===== config.mk =====
export PLATFORM = sky130hd
export DESIGN_NAME = logic_analyser_capture_flat
export DESIGN_NICKNAME = d
export VERILOG_FILES = /design/src/rtl/logic_analyser_capture_if.sv /design/src/rtl/logic_analyser_capture.sv /design/src/flat_wrapper.sv
export SDC_FILE = /design/constraint.sdc
export NUM_CORES = 1
export LEC_CHECK = 0
export ABC_AREA = 1
export CAP_MARGIN = 20
export CORE_UTILIZATION = 30
export DETAILED_ROUTE_END_ITERATION = 7
export PLACE_DENSITY_LB_ADDON = 0.2
export SLEW_MARGIN = 20
export SYNTH_ARGS = -nofsm -noshare
export SYNTH_HDL_FRONTEND = slang
export SYNTH_SLANG_ARGS = --single-unit

===== constraint.sdc =====
create_clock -name clk -period 3.6 [get_ports clk]
set_clock_uncertainty 0.15 [all_clocks]
set_input_delay 0.54 -clock clk [delete_from_list [all_inputs] [get_ports clk]]
set_output_delay 0.54 -clock clk [all_outputs]
set_load 0.01 [all_outputs]

===== src/rtl/logic_analyser_capture_if.sv =====
// Signal bundle between a logic_analyser_capture and its surroundings: probes,
// trigger setup, control strobes, status flags and the UART line.
interface logic_analyser_capture_if #(
   parameter int SW = 12
);
   logic [SW-1:0] io_probes;
   logic [SW-1:0] io_trig_mask;
   logic [SW-1:0] io_trig_value;
   logic          io_arm;
   logic          io_abort;
   logic          io_busy;
   logic          io_triggered;
   logic          io_done;
   logic          io_uart_tx;

   modport master (
      output io_probes, io_trig_mask, io_trig_value, io_arm, io_abort,
      input  io_busy, io_triggered, io_done, io_uart_tx
   );

   modport slave (
      input  io_probes, io_trig_mask, io_trig_value, io_arm, io_abort,
      output io_busy, io_triggered, io_done, io_uart_tx
   );
endinterface


===== src/rtl/logic_analyser_capture.sv =====
// Trigger-and-capture logic analyser: DEPTH samples into a buffer, then dumped as 8N1 UART.
// Define LA_EDGE_TRIGGER_EN for an edge trigger (masked bits change into the value).
module logic_analyser_capture #(
   parameter int PROBE_WIDTH  = 4,
   parameter int NUM_PROBES   = 3,
   parameter int DEPTH        = 16,
   parameter int CLKS_PER_BIT = 868
) (
   input  logic                     clk,
   input  logic                     reset,
   logic_analyser_capture_if.slave  la
);
   localparam int SW    = PROBE_WIDTH * NUM_PROBES;
   localparam int BYTES = (SW + 7) / 8;
   localparam int PADW  = BYTES * 8;
   localparam int AW    = $clog2(DEPTH);
   localparam int CW    = $clog2(CLKS_PER_BIT);
   localparam int BW    = (BYTES > 1) ? $clog2(BYTES) : 1;

   typedef enum logic [1:0] {S_IDLE, S_ARMED, S_CAPTURE, S_DUMP} state_t;

   state_t          state_q, state_d;
   logic [AW-1:0]   wr_ptr_q, wr_ptr_d;
   logic [AW-1:0]   samp_q, samp_d;
   logic [BW-1:0]   bsel_q, bsel_d;
   logic [3:0]      bit_q, bit_d;
   logic [CW-1:0]   clk_cnt_q, clk_cnt_d;
   logic            tx_q, tx_d;
   logic            done_q, done_d;
   logic            mem_we;
   logic            hit;
   logic [SW-1:0]   mem_q [DEPTH];
   logic [PADW-1:0] samp_pad;
   logic [7:0]      cur_byte;

`ifdef LA_EDGE_TRIGGER_EN
   logic [SW-1:0] prev_q;
   logic          prev_vld_q;

   // prev is only trusted once ARMED has loaded it at least once
   always_ff @(posedge clk) begin
      if (reset) prev_vld_q <= 1'b0;
      else       prev_vld_q <= (state_q == S_ARMED) && !la.io_abort;
   end

   always_ff @(posedge clk) begin
      prev_q <= la.io_probes;
   end

   assign hit = prev_vld_q
             && (|((la.io_probes ^ prev_q) & la.io_trig_mask))
             && ((la.io_probes & la.io_trig_mask) == (la.io_trig_value & la.io_trig_mask));
`else
   assign hit = ~|((la.io_probes ^ la.io_trig_value) & la.io_trig_mask);
`endif

   assign samp_pad = PADW'(mem_q[samp_q]);
   assign cur_byte = samp_pad[int'(bsel_q)*8 +: 8];

   always_comb begin
      state_d   = state_q;
      wr_ptr_d  = wr_ptr_q;
      samp_d    = samp_q;
      bsel_d    = bsel_q;
      bit_d     = bit_q;
      clk_cnt_d = clk_cnt_q;
      tx_d      = tx_q;
      done_d    = 1'b0;
      mem_we    = 1'b0;
      if (la.io_abort) begin
         state_d   = S_IDLE;
         wr_ptr_d  = '0;
         samp_d    = '0;
         bsel_d    = '0;
         bit_d     = '0;
         clk_cnt_d = '0;
         tx_d      = 1'b1;
      end else begin
         case (state_q)
            S_IDLE: begin
               if (la.io_arm) state_d = S_ARMED;
            end
            S_ARMED: begin
               if (hit) begin
                  mem_we   = 1'b1;
                  wr_ptr_d = wr_ptr_q + 1'b1;
                  state_d  = S_CAPTURE;
               end
            end
            S_CAPTURE: begin
               mem_we   = 1'b1;
               wr_ptr_d = wr_ptr_q + 1'b1;
               // start bit is registered on the same edge that enters DUMP
               if (wr_ptr_q == AW'(DEPTH - 1)) begin
                  state_d   = S_DUMP;
                  samp_d    = '0;
                  bsel_d    = '0;
                  bit_d     = '0;
                  clk_cnt_d = '0;
                  tx_d      = 1'b0;
               end
            end
            S_DUMP: begin
               if (clk_cnt_q != CW'(CLKS_PER_BIT - 1)) begin
                  clk_cnt_d = clk_cnt_q + 1'b1;
               end else begin
                  clk_cnt_d = '0;
                  if (bit_q == 4'd9) begin
                     bit_d = '0;
                     if (samp_q == AW'(DEPTH - 1) && bsel_q == BW'(BYTES - 1)) begin
                        state_d = S_IDLE;
                        samp_d  = '0;
                        bsel_d  = '0;
                        tx_d    = 1'b1;
                        done_d  = 1'b1;
                     end else begin
                        if (bsel_q == BW'(BYTES - 1)) begin
                           bsel_d = '0;
                           samp_d = samp_q + 1'b1;
                        end else begin
                           bsel_d = bsel_q + 1'b1;
                        end
                        tx_d = 1'b0;
                     end
                  end else begin
                     bit_d = bit_q + 4'd1;
                     tx_d  = (bit_q == 4'd8) ? 1'b1 : cur_byte[bit_q[2:0]];
                  end
               end
            end
            default: state_d = S_IDLE;
         endcase
      end
   end

   always_ff @(posedge clk) begin
      if (reset) begin
         state_q   <= S_IDLE;
         wr_ptr_q  <= '0;
         samp_q    <= '0;
         bsel_q    <= '0;
         bit_q     <= '0;
         clk_cnt_q <= '0;
         tx_q      <= 1'b1;
         done_q    <= 1'b0;
      end else begin
         state_q   <= state_d;
         wr_ptr_q  <= wr_ptr_d;
         samp_q    <= samp_d;
         bsel_q    <= bsel_d;
         bit_q     <= bit_d;
         clk_cnt_q <= clk_cnt_d;
         tx_q      <= tx_d;
         done_q    <= done_d;
      end
   end

   always_ff @(posedge clk) begin
      if (mem_we) mem_q[wr_ptr_q] <= la.io_probes;
   end

   assign la.io_busy      = (state_q != S_IDLE);
   assign la.io_triggered = (state_q == S_CAPTURE) || (state_q == S_DUMP);
   assign la.io_done      = done_q;
   assign la.io_uart_tx   = tx_q;
endmodule


===== src/flat_wrapper.sv =====
// flat-port wrapper written by rule: the top's interface ports become plain ports
module logic_analyser_capture_flat 
#(
   parameter int PROBE_WIDTH  = 4,
   parameter int NUM_PROBES   = 3,
   parameter int DEPTH        = 16,
   parameter int CLKS_PER_BIT = 868
)
  (clk, reset, la_io_probes, la_io_trig_mask, la_io_trig_value, la_io_arm, la_io_abort, la_io_busy, la_io_triggered, la_io_done, la_io_uart_tx);
  logic_analyser_capture_if #(.SW(((4) * (3)))) la_i ();
  input  logic clk;
  input  logic reset;
  input wire logic [$bits(la_i.io_probes)-1:0] la_io_probes;
  input wire logic [$bits(la_i.io_trig_mask)-1:0] la_io_trig_mask;
  input wire logic [$bits(la_i.io_trig_value)-1:0] la_io_trig_value;
  input wire logic [$bits(la_i.io_arm)-1:0] la_io_arm;
  input wire logic [$bits(la_i.io_abort)-1:0] la_io_abort;
  output wire logic [$bits(la_i.io_busy)-1:0] la_io_busy;
  output wire logic [$bits(la_i.io_triggered)-1:0] la_io_triggered;
  output wire logic [$bits(la_i.io_done)-1:0] la_io_done;
  output wire logic [$bits(la_i.io_uart_tx)-1:0] la_io_uart_tx;
  assign la_i.io_probes = la_io_probes;
  assign la_i.io_trig_mask = la_io_trig_mask;
  assign la_i.io_trig_value = la_io_trig_value;
  assign la_i.io_arm = la_io_arm;
  assign la_i.io_abort = la_io_abort;
  assign la_io_busy = la_i.io_busy;
  assign la_io_triggered = la_i.io_triggered;
  assign la_io_done = la_i.io_done;
  assign la_io_uart_tx = la_i.io_uart_tx;
  logic_analyser_capture #(.PROBE_WIDTH(PROBE_WIDTH), .NUM_PROBES(NUM_PROBES), .DEPTH(DEPTH), .CLKS_PER_BIT(CLKS_PER_BIT)) u_core (.clk(clk), .reset(reset), .la(la_i));
endmodule

==> flow_summary.yaml, run 1 <==
outcome:
  outcome: "completed"
power_and_ir_drop:
  netSwitchingFraction_pct: 21.1
  pwr-share-comb_pct: 5.3
  p_seq_share_pct: 50.5
  vdd_drop_max_mv: 0.266
  power_uw: 5580
  p_leak_uw: 0.00403
  switchingPower_uw: 1180
  power.density_nw_per_um2: 491
  clockPowerShare_pct: 44.2
  intPower_uw: 4410
layout:
  syn2layout_area_growth_pct: 18.8
  n_antenna_cell: 0
  fin_nets: 1017
  instances_no_fill: 1383
  layout-drive-gt1-share_pct: 9.38
clock_tree:
  cts_buffer_depth: 3
  cts.htree.levels: 1
  clk_latency_ns: 0.51
  cts_resized: 0
  postCtsSetupRepairBufs: 0
  clock_sinks: 223
  numCtsBuffers: 25
  cts_root_buffer: "clkbuf_16"
  hold_buffers: 0
  clkTransAtPathRegs_ns: 0.06
  cts_tree: "done"
grt:
  grt_pass1_wl_um: 38500
  grt-ovfl-total: 0
  global_route.usage.met3_pct: 2.32
  globalRouteTotalUtil_pct: 15.6
  grt.busiest_layer: "met2"
  grtUsageMet2_pct: 26.2
  grt_pass1_vias: 6497
  antenna_found_initial: 1
  grt_max_degree: 97
  grtUsageMet1_pct: 20.3
min_path:
  min_from: "u_core.la.io_uart_tx"
  holdPathStages: 2
  hp-class: "register to register"
sta:
  period_needed_ns: 2.94
  tns_ns: 0
  max_freq_mhz: 341
  rsz0062_at_grt: "false"
  maxSlewHeadroom_pct: 41.5
  tightest_slew_ns: 0.877
  setup_viol: 0
  fin_ws_ns: 0.664
  final.period_utilization_pct: 81.6
  report.final.slew_viol_count: 0
  hold_violations: 0
detailed_routing:
  dr.pass1.iters: 5
  drtIter0Drc: 547
  drc: 0
  num_vias: 6670
  routed_wl_um: 25000
  vias_per_cell: 4.82
  wire_per_inst_um: 18.0
  antenna_left: 0
job:
  cap_violations: 0
worst_setup_path:
  path_max_fanout: 10
  cp.required_ns: 3.66
  startpoint_type: "input port"
  critPathKind: "input port to register"
  path_cells: "clkdlybuf4s50_1, or2_2, nand3_1, nand4_1, nor2_1, nand3_1, nand2_1, nand2_1, nor2_1, nand2_1, nor2_1, buf_4"
  crit_slowest_cell: "clkdlybuf4s50_1"
  cp_slowest_stage_delay_ns: 0.50
  r2r_cells: 13
  cp.arrival_ns: 2.99
  end_kind: "register"
  crit_start: "la_io_probes[6]"
floorplanning:
  core_area_um2: 31500
  fp-row-count: 65
  initial_utilization_pct: 30.4
  ios: 44
  die_x_um: 181
  chipHeight_um: 181
  die_area_um2: 32600
placed_design:
  dp_hpwl_um: 16400
  place_inst: 1338
  globalplace.congestion: 0.840
  dp_slack_ns: 0.209
  io_buffer_count: 43
yosys:
  yosysWarnings: 0
  syn_inst: 895
  synth.avg_cell_area_um2: 10.7
  synth-seq-cells: 223
  syn-num-nets: 949
  synth_cell_type_count: 37
  netlist_area_um2: 9570
  ys_seq_area_share_pct: 66.7
power groups by stage:
stage          logic, uW  registers (uW)  clock network (uW)
6_report             296            2820                2470
5_1_grt              331            2820                2630
4_1_cts              303            2820                2530
3_5_place_dp         302            2870                   0
3_3_place_gp         303            2870                   0
2_1_floorplan        140            2870                   0
worst paths after layout:
| path | end | slack, ns |
|---|---|---|
| worst max-delay path | u_core.mem_q[2][11] | 0.66 |
| worst min-delay path | u_core.la.io_uart_tx | 0.34 |
| worst max register to register | u_core.la.io_uart_tx | 1.09 |
| worst min register to register | u_core.la.io_uart_tx | 0.34 |
cell type report:
class                   instances  area [um^2]
fillers                      3063        20100
flip-flops and latches        223         6390
multi-input cells             594         2800
repair buffers                 81          741
clock buffers                  34          659
well taps                     402          503
inverters                      38          145
clock inverters                11          125
cell usage after synthesis:
cell type | number | area (um^2)
o21ai_1 | 2 | 10.0
a31oi_1 | 1 | 6.26
xor2_1 | 4 | 35.0
buf_1 | 1 | 3.75
nor3_1 | 10 | 50.1
edfxtp_1 | 192 | 5770
dfxtp_1 | 31 | 621
nor2_1 | 36 | 135
o21ai_2 | 2 | 17.5
o21ai_0 | 14 | 70.1
nor4_1 | 1 | 6.26
a21oi_1 | 17 | 85.1
buf_6 | 7 | 78.8
a211oi_1 | 2 | 15.0
inv_1 | 34 | 128
o22ai_1 | 1 | 6.26
and3_1 | 2 | 12.5
o221a_2 | 1 | 11.3
or2_1 | 1 | 6.26
ha_1 | 14 | 175
nand2_1 | 269 | 1010
nor4_2 | 1 | 12.5
or2_0 | 1 | 6.26
nand4_1 | 5 | 31.3
buf_2 | 20 | 100
nand2_4 | 1 | 11.3
a22oi_1 | 1 | 7.51
buf_4 | 4 | 30.0
nor2_4 | 1 | 11.3
or2_2 | 7 | 43.8
nand2_2 | 4 | 25.0
inv_2 | 3 | 11.3
nor3b_1 | 4 | 30.0
clkbuf_1 | 8 | 30.0
nand3_1 | 191 | 956
inv_4 | 1 | 6.26
nor3_2 | 1 | 10.0
logic make-up (layout without fill, tap and decap cells):
family,after synthesis,count (layout),synth area share (%)
flops,223,223,66.7
buf+inv,78,164,4.05
compound gates,41,41,2.39
simple gates,535,535,24.6
fa+ha+maj,14,14,1.83
xor+xnor,4,4,0.366
worst max-delay path: cells and delay by family:
kind	cells	cell delay [ns]
buffers and inverters	2	0.72
and+or+nand+nor	10	1.71
flip-flops by register name (all words and copies together) (netlist names), named ones only:
name / flops
u_core.clk_cnt_q: 10
u_core.bit_q: 4
u_core.la.io_uart_tx: 1
u_core.state_q: 2
u_core.mem_q: 192
u_core.bsel_q: 1
u_core.wr_ptr_q: 4
u_core.samp_q: 4
u_core.la.io_done: 1
routing by layer:
metal  routed length, um  part of all wire [%]  vias up
li1                    -                     -     3244
met1               10900                    44     3197
met2               12100                    48      188
met5                   0                     0        -
met3                1240                   5.0       41
met4                 731                   2.9        0
stage by stage:
step	util, %	hold WS [ns]	instance area [um^2]
2_1_floorplan	-	0.313	9570
3_3_place_gp	33.6	0.331	10600
3_5_place_dp	33.6	0.335	10600
4_1_cts	36.1	0.343	11400
5_1_grt	36.1	0.379	11400
6_report	36.1	0.340	11400
placed cells by master (no fill, tap or decap), types with 2 or more instances in the layout:
master,count
nand2_2,4
buf_4,36
nand2_1,269
clkinv_1,7
dfxtp_1,29
nor2_1,36
o21ai_2,2
nor3_1,9
inv_1,34
nand4_1,5
xor2_1,4
or2_2,7
ha_1,14
a21oi_1,17
inv_2,3
clkbuf_1,9
nand3_1,191
nor3_2,2
buf_12,2
edfxtp_1,192
clkbuf_16,25
clkdlybuf4s50_1,43
nor3b_1,4
o21ai_0,14
and3_1,2
bufinv_16,3
a211oi_1,2
o21ai_1,2
Note: power is estimated with default switching activity, not from simulation.
==> run 2: changes to the inputs <==
==> constraint.sdc (replaced) <==
create_clock -name clk -period 2.6 [get_ports clk]
set_clock_uncertainty 0.15 [all_clocks]
set_input_delay 0.39 -clock clk [delete_from_list [all_inputs] [get_ports clk]]
set_output_delay 0.39 -clock clk [all_outputs]
set_load 0.01 [all_outputs]
==> run 2 against run 1 <==
Against the previous run:
- die area did not move
- total power rose by 39%
- critical path depth rose by 1
- sequential power rose by 38%
- combinational power rose by 44%
- hold slack got worse by 0.053 ns
==> flow_summary.yaml, run 2 (synthesis results as in run 1) <==
sta:
  tightest_slew_ns: 0.545
  tns_ns: 0
  maxSlewHeadroom_pct: 63.4
  final.period_utilization_pct: 97.3
  max_freq_mhz: 395
  period_needed_ns: 2.53
  report.final.slew_viol_count: 0
  setup_viol: 0
  hold_violations: 0
  hold_ws_ns: 0.286
worst_setup_path:
  cp.required_ns: 2.68
  cp.arrival_ns: 2.61
  r2r_start: "u_core.wr_ptr_q[0]"
  startpoint_type: "input port"
  r2r_end: "u_core.clk_cnt_q[9]"
  r2r_slack_ns: 0.25
  end_kind: "register"
  path_max_fanout: 5
  r2r_cells: 13
  critPathKind: "input port to register"
grt:
  grtUsageMet2_pct: 27.7
  grt_pass1_vias: 6545
  antenna_found_initial: 0
  grt_pass1_wl_um: 38400
  grt-ovfl-total: 0
  globalRouteTotalUtil_pct: 15.6
  grt.busiest_layer: "met2"
  grtUsageMet1_pct: 19.9
  global_route.usage.met3_pct: 2.18
  grt_max_degree: 77
detailed_routing:
  wire_per_inst_um: 18.4
  routed_wl_um: 25900
  drtIter0Drc: 515
  drc: 0
  antenna_left: 0
  dr.pass1.iters: 6
  num_vias: 6773
  vias_per_cell: 4.79
placed_design:
  io_buffer_count: 43
  dp_hpwl_um: 17000
  globalplace.congestion: 0.832
  post_dp_cell_area_um2: 10700
clock_tree:
  clock_sinks: 223
  cts.htree.levels: 1
  postCtsSetupRepairBufs: 0
  cts_buffer_depth: 3
  numCtsBuffers: 24
  cts_root_buffer: "clkbuf_16"
  clkTransAtPathRegs_ns: 0.06
  hold_buffers: 0
  clk_latency_ns: 0.52
  cts_tree: "done"
layout:
  n_antenna_cell: 0
  regMostFlops: "u_core.mem_q"
  final_cell_mix: "264 x nand2_1, 192 x edfxtp_1, 190 x nand3_1, 41 x buf_4, 37 x clkdlybuf4s50_1"
  final_common_cell: "nand2_1"
  largest_reg_flops: 192
  biggestRegsByFlops: "u_core.mem_q: 192 flops, u_core.clk_cnt_q: 10 flops"
  fin_area_um2: 11900
  syn2layout_area_growth_pct: 24.5
  fin_nets: 1047
  layout-drive-gt1-share_pct: 15.0
floorplanning:
  fp-row-count: 65
  core_area_um2: 31500
  die_x_um: 181
  chipHeight_um: 181
  ios: 44
  initial_utilization_pct: 30.4
  die_area_um2: 32600
min_path:
  min_from: "la_io_probes[9]"
  holdPathStages: 2
  hold-path-endpoint: "u_core.mem_q[1][9]"
  hp-class: "input port to register"
power_and_ir_drop:
  power_uw: 7780
  p_leak_uw: 0.00433
  power.density_nw_per_um2: 653
  vdd_drop_max_mv: 0.508
outcome:
  outcome: "completed"
job:
  cap_violations: 0
run 2: cell count changes in the layout (fill, tap and decap cells not counted), moves of 3 or more:
cell	change
clkbuf_16	+3
nor2_1	-15
buf_4	+5
buf_6	+22
clkbuf_1	-4
nor2_4	+13
clkinv_1	-5
clkinv_2	+6
clkdlybuf4s50_1	-6
nand2_1	-5
dlymetal6s2s_1	+5
run 2: stage by stage:
stage | std cells | setup WS [ns] | util (%)
after global routing | 1413 | -0.0163 | 37.9
final | 1413 | 0.0707 | 37.9
after floorplan | 895 | 0.0199 | -
after CTS | 1402 | 0.000449 | 36.9
after detailed placement | 1357 | -0.636 | 34.2
after global placement | 1357 | -0.651 | 34.2
run 2: final cells by class:
class,count,area [um^2]
fill,3008,19600
sequential,223,6390
multi-input combinational,594,2950
timing repair buffer,112,1120
clock buffer,33,708
tap,402,503
inverter,38,145
clock inverter,11,105
run 2: worst max path at each step:
| stage | startpoint | end | slack, ns | cells past startpoint |
|---|---|---|---|---|
| 3_5_place_dp | la_io_probes[11] | u_core.mem_q[8][11] | -0.64 | 13 |
| 3_3_place_gp | la_io_probes[11] | u_core.mem_q[2][10] | -0.65 | 13 |
| 5_1_grt | la_io_probes[0] | u_core.mem_q[4][8] | -0.02 | 13 |
| 6_report | la_io_trig_value[8] | u_core.mem_q[4][8] | 0.07 | 13 |
| 4_1_cts | la_io_probes[10] | u_core.mem_q[3][8] | 0.0004 | 13 |
| 2_1_floorplan | la_io_trig_value[8] | u_core.mem_q[15][0] | 0.02 | 8 |
run 2: worst max-delay path: stages:
cell             delay, ns
clkdlybuf4s50_1       0.42
or2_4                 0.25
nand3_2               0.05
nand4_1               0.25
nor2_1                0.22
nand3_1               0.11
nand2_1               0.09
nand2_2               0.07
nor2_4                0.14
buf_6                 0.16
nand2_8               0.07
nor2_4                0.20
clkbuf_16             0.18
run 2: repair_timing:
action,in CTS,in global routing
pin swaps,3,6
cloned,1,11
resized for setup,16,75
endpoints found under the setup margin,175,171
run 2: per-layer routing:
layer / share of wire (%) / wire, um
met5: 0 / 0
met4: 1.9 / 503
met3: 4.4 / 1150
met2: 50 / 13000
met1: 44 / 11300
run 2: report_power, final:
part | internal, uW | switching (uW) | leakage (uW) | total (uW)
Sequential | 3890 | 10.3 | 0.00198 | 3900
Clock | 2100 | 1350 | 0.000401 | 3460
Combinational | 161 | 265 | 0.00195 | 426
Total | 6150 | 1630 | 0.00433 | 7780
==> RTL edit (settings of run 2) <==
Add a define of `LA_EDGE_TRIGGER_EN`.
--- a/src/rtl/logic_analyser_capture.sv
+++ b/src/rtl/logic_analyser_capture.sv
@@ -2,2 +2,4 @@
 // Define LA_EDGE_TRIGGER_EN for an edge trigger (masked bits change into the value).
+`define LA_EDGE_TRIGGER_EN
+
 module logic_analyser_capture #(
Formal check against the unedited RTL: not equivalent (Yosys sat finds a counterexample within 4 cycles, from zero or initial values and one cycle with reset high).
==> RTL edit against run 2 <==
- sequential cell count grew 13
- count of clock-buffer cells in the layout is the same
- sequential power grew 5.1%
- final area grew 4.8%
- wire length grew 6.3%
- combinational power shrank 26%
- setup slack gained 0.17 ns
- utilization grew 0.14 points
- area after synthesis grew 5.8%
- clock power grew 18%
- power grew 9.3%
- sequential share of layout area shrank 0.36 points
- non-clock buffer count grew 10
- critical endpoint is now u_core.mem_q[15][0]
==> RTL edit: results (changes against run 2) <==
logic_synthesis:
  synthAdderAreaFrac_pct: 1.729  # was 1.830%
  synth_area_leaders: "edfxtp_1 (57%), nand2_1 (10%), nand3_1 (9.3%), dfxtp_1 (8.7%), nor2_1 (1.9%)"  # was edfxtp_1 (60%), nand2_1 (11%), nand3_1 (10%), dfxtp_1 (6.5%), ha_1 (1.8%)
  synth_xor_area_share_pct: 0.5188  # was 0.3661%
  netlist_top_cells_count: "nand2_1 (283), edfxtp_1 (192), nand3_1 (189)"  # was nand2_1 (269), edfxtp_1 (192), nand3_1 (191)
  synth_compound_area_share_pct: 3.582  # was 2.392%
  synth_nets: 1009  # was 949
  ys_seq_area_share_pct: 65.61  # was 66.73%
grt:
  use_met3_pct: 1.937  # was 2.183%
  grt_pass1_wl_um: 41920  # was 38,380 µm
  grt_max_degree: 49  # was 77
worst_setup_path:
  r2r-end: "u_core.la.io_uart_tx"  # was u_core.clk_cnt_q[9]
  rrSetupSlack_ns: 0.35  # was 0.25 ns
  crit_family: "buffers and inverters"  # was simple AND/OR/NAND/NOR gates
  crit_start: "la_io_probes[4]"  # was la_io_trig_value[8]
  cp_data_arrival_time_ns: 2.48  # was 2.61 ns
worst_hold_path:
  hp-class: "reg -> reg"  # was in -> reg
  hp-start: "u_core.la.io_uart_tx"  # was la_io_probes[9]
  hold_end: "u_core.la.io_uart_tx"  # was u_core.mem_q[1][9]
place:
  place_ws_ns: -0.3971  # was -0.6356 ns
  hpwlAfterDp_um: 19020  # was 17,050 µm
  dp_cells: 1479  # was 1,357
  place.gp.congestion: 0.8389  # was 0.8319
  placed_area_mm2: 0.01152  # was 0.01075 mm²
cells_and_area:
  multi_input_area_share_pct: 24.79  # was 24.73%
  nets: 1120  # was 1,047
  fill_cells: 3271  # was 3,008
  largest_registers: "u_core.mem_q (192), u_core.prev_q (12), u_core.clk_cnt_q (10)"  # was u_core.mem_q (192), u_core.clk_cnt_q (10)
  seq_area_mm2: 0.006653  # was 0.006391 mm²
  multi_input_cells: 641  # was 594
  seq_cell_count: 236  # was 223
clock_tree:
  cts_resized: 1  # was 16
pwr:
  pwr-share-comb_pct: 3.7  # was 5.5%
  ir_worst_vdd_mv: 0.5379  # was 0.5079 mV
route:
  met3_length_um: 1095  # was 1147 µm
  met1_length_um: 12160  # was 11,330 µm
  routed_via_density: 4.677  # was 4.793
  first_iter_violations: 435  # was 515
  dr.pass1.iters: 5  # was 6
status:
  status: "complete, no violations"  # unchanged
## RTL edit: logic make-up (layout without fill, tap and decap cells)
logic type      count (synthesis)  in the layout
buf+inv                        78            209
compound gates                 61             61
flops                         236            236
fa+ha+maj                      14             14
xor+xnor                        6              6
simple gates                  560            560
## RTL edit: worst register-to-register path, cell delays in order (launching register included)
cell,delay [ns]
dfxtp_4,0.38
buf_4,0.45
nand2_1,0.11
nand3_1,0.16
nand3_1,0.14
nand3_1,0.11
nand2_1,0.06
nand2_1,0.06
nand3_1,0.07
nand3_1,0.13
nand3_1,0.10
nand2_1,0.09
nand2_1,0.06
a21oi_1,0.11
## RTL edit: how the worst max path moves through the flow
stage	slack, ns	depth (start not counted)	endpoint
after floorplan	-0.1	8	u_core.mem_q[2][0]
after global placement	-0.39	11	u_core.mem_q[2][1]
after detailed placement	-0.40	11	u_core.mem_q[2][9]
after global routing	0.03	11	u_core.mem_q[14][11]
after CTS	0.05	6	la_io_triggered
final	0.24	12	u_core.mem_q[15][0]
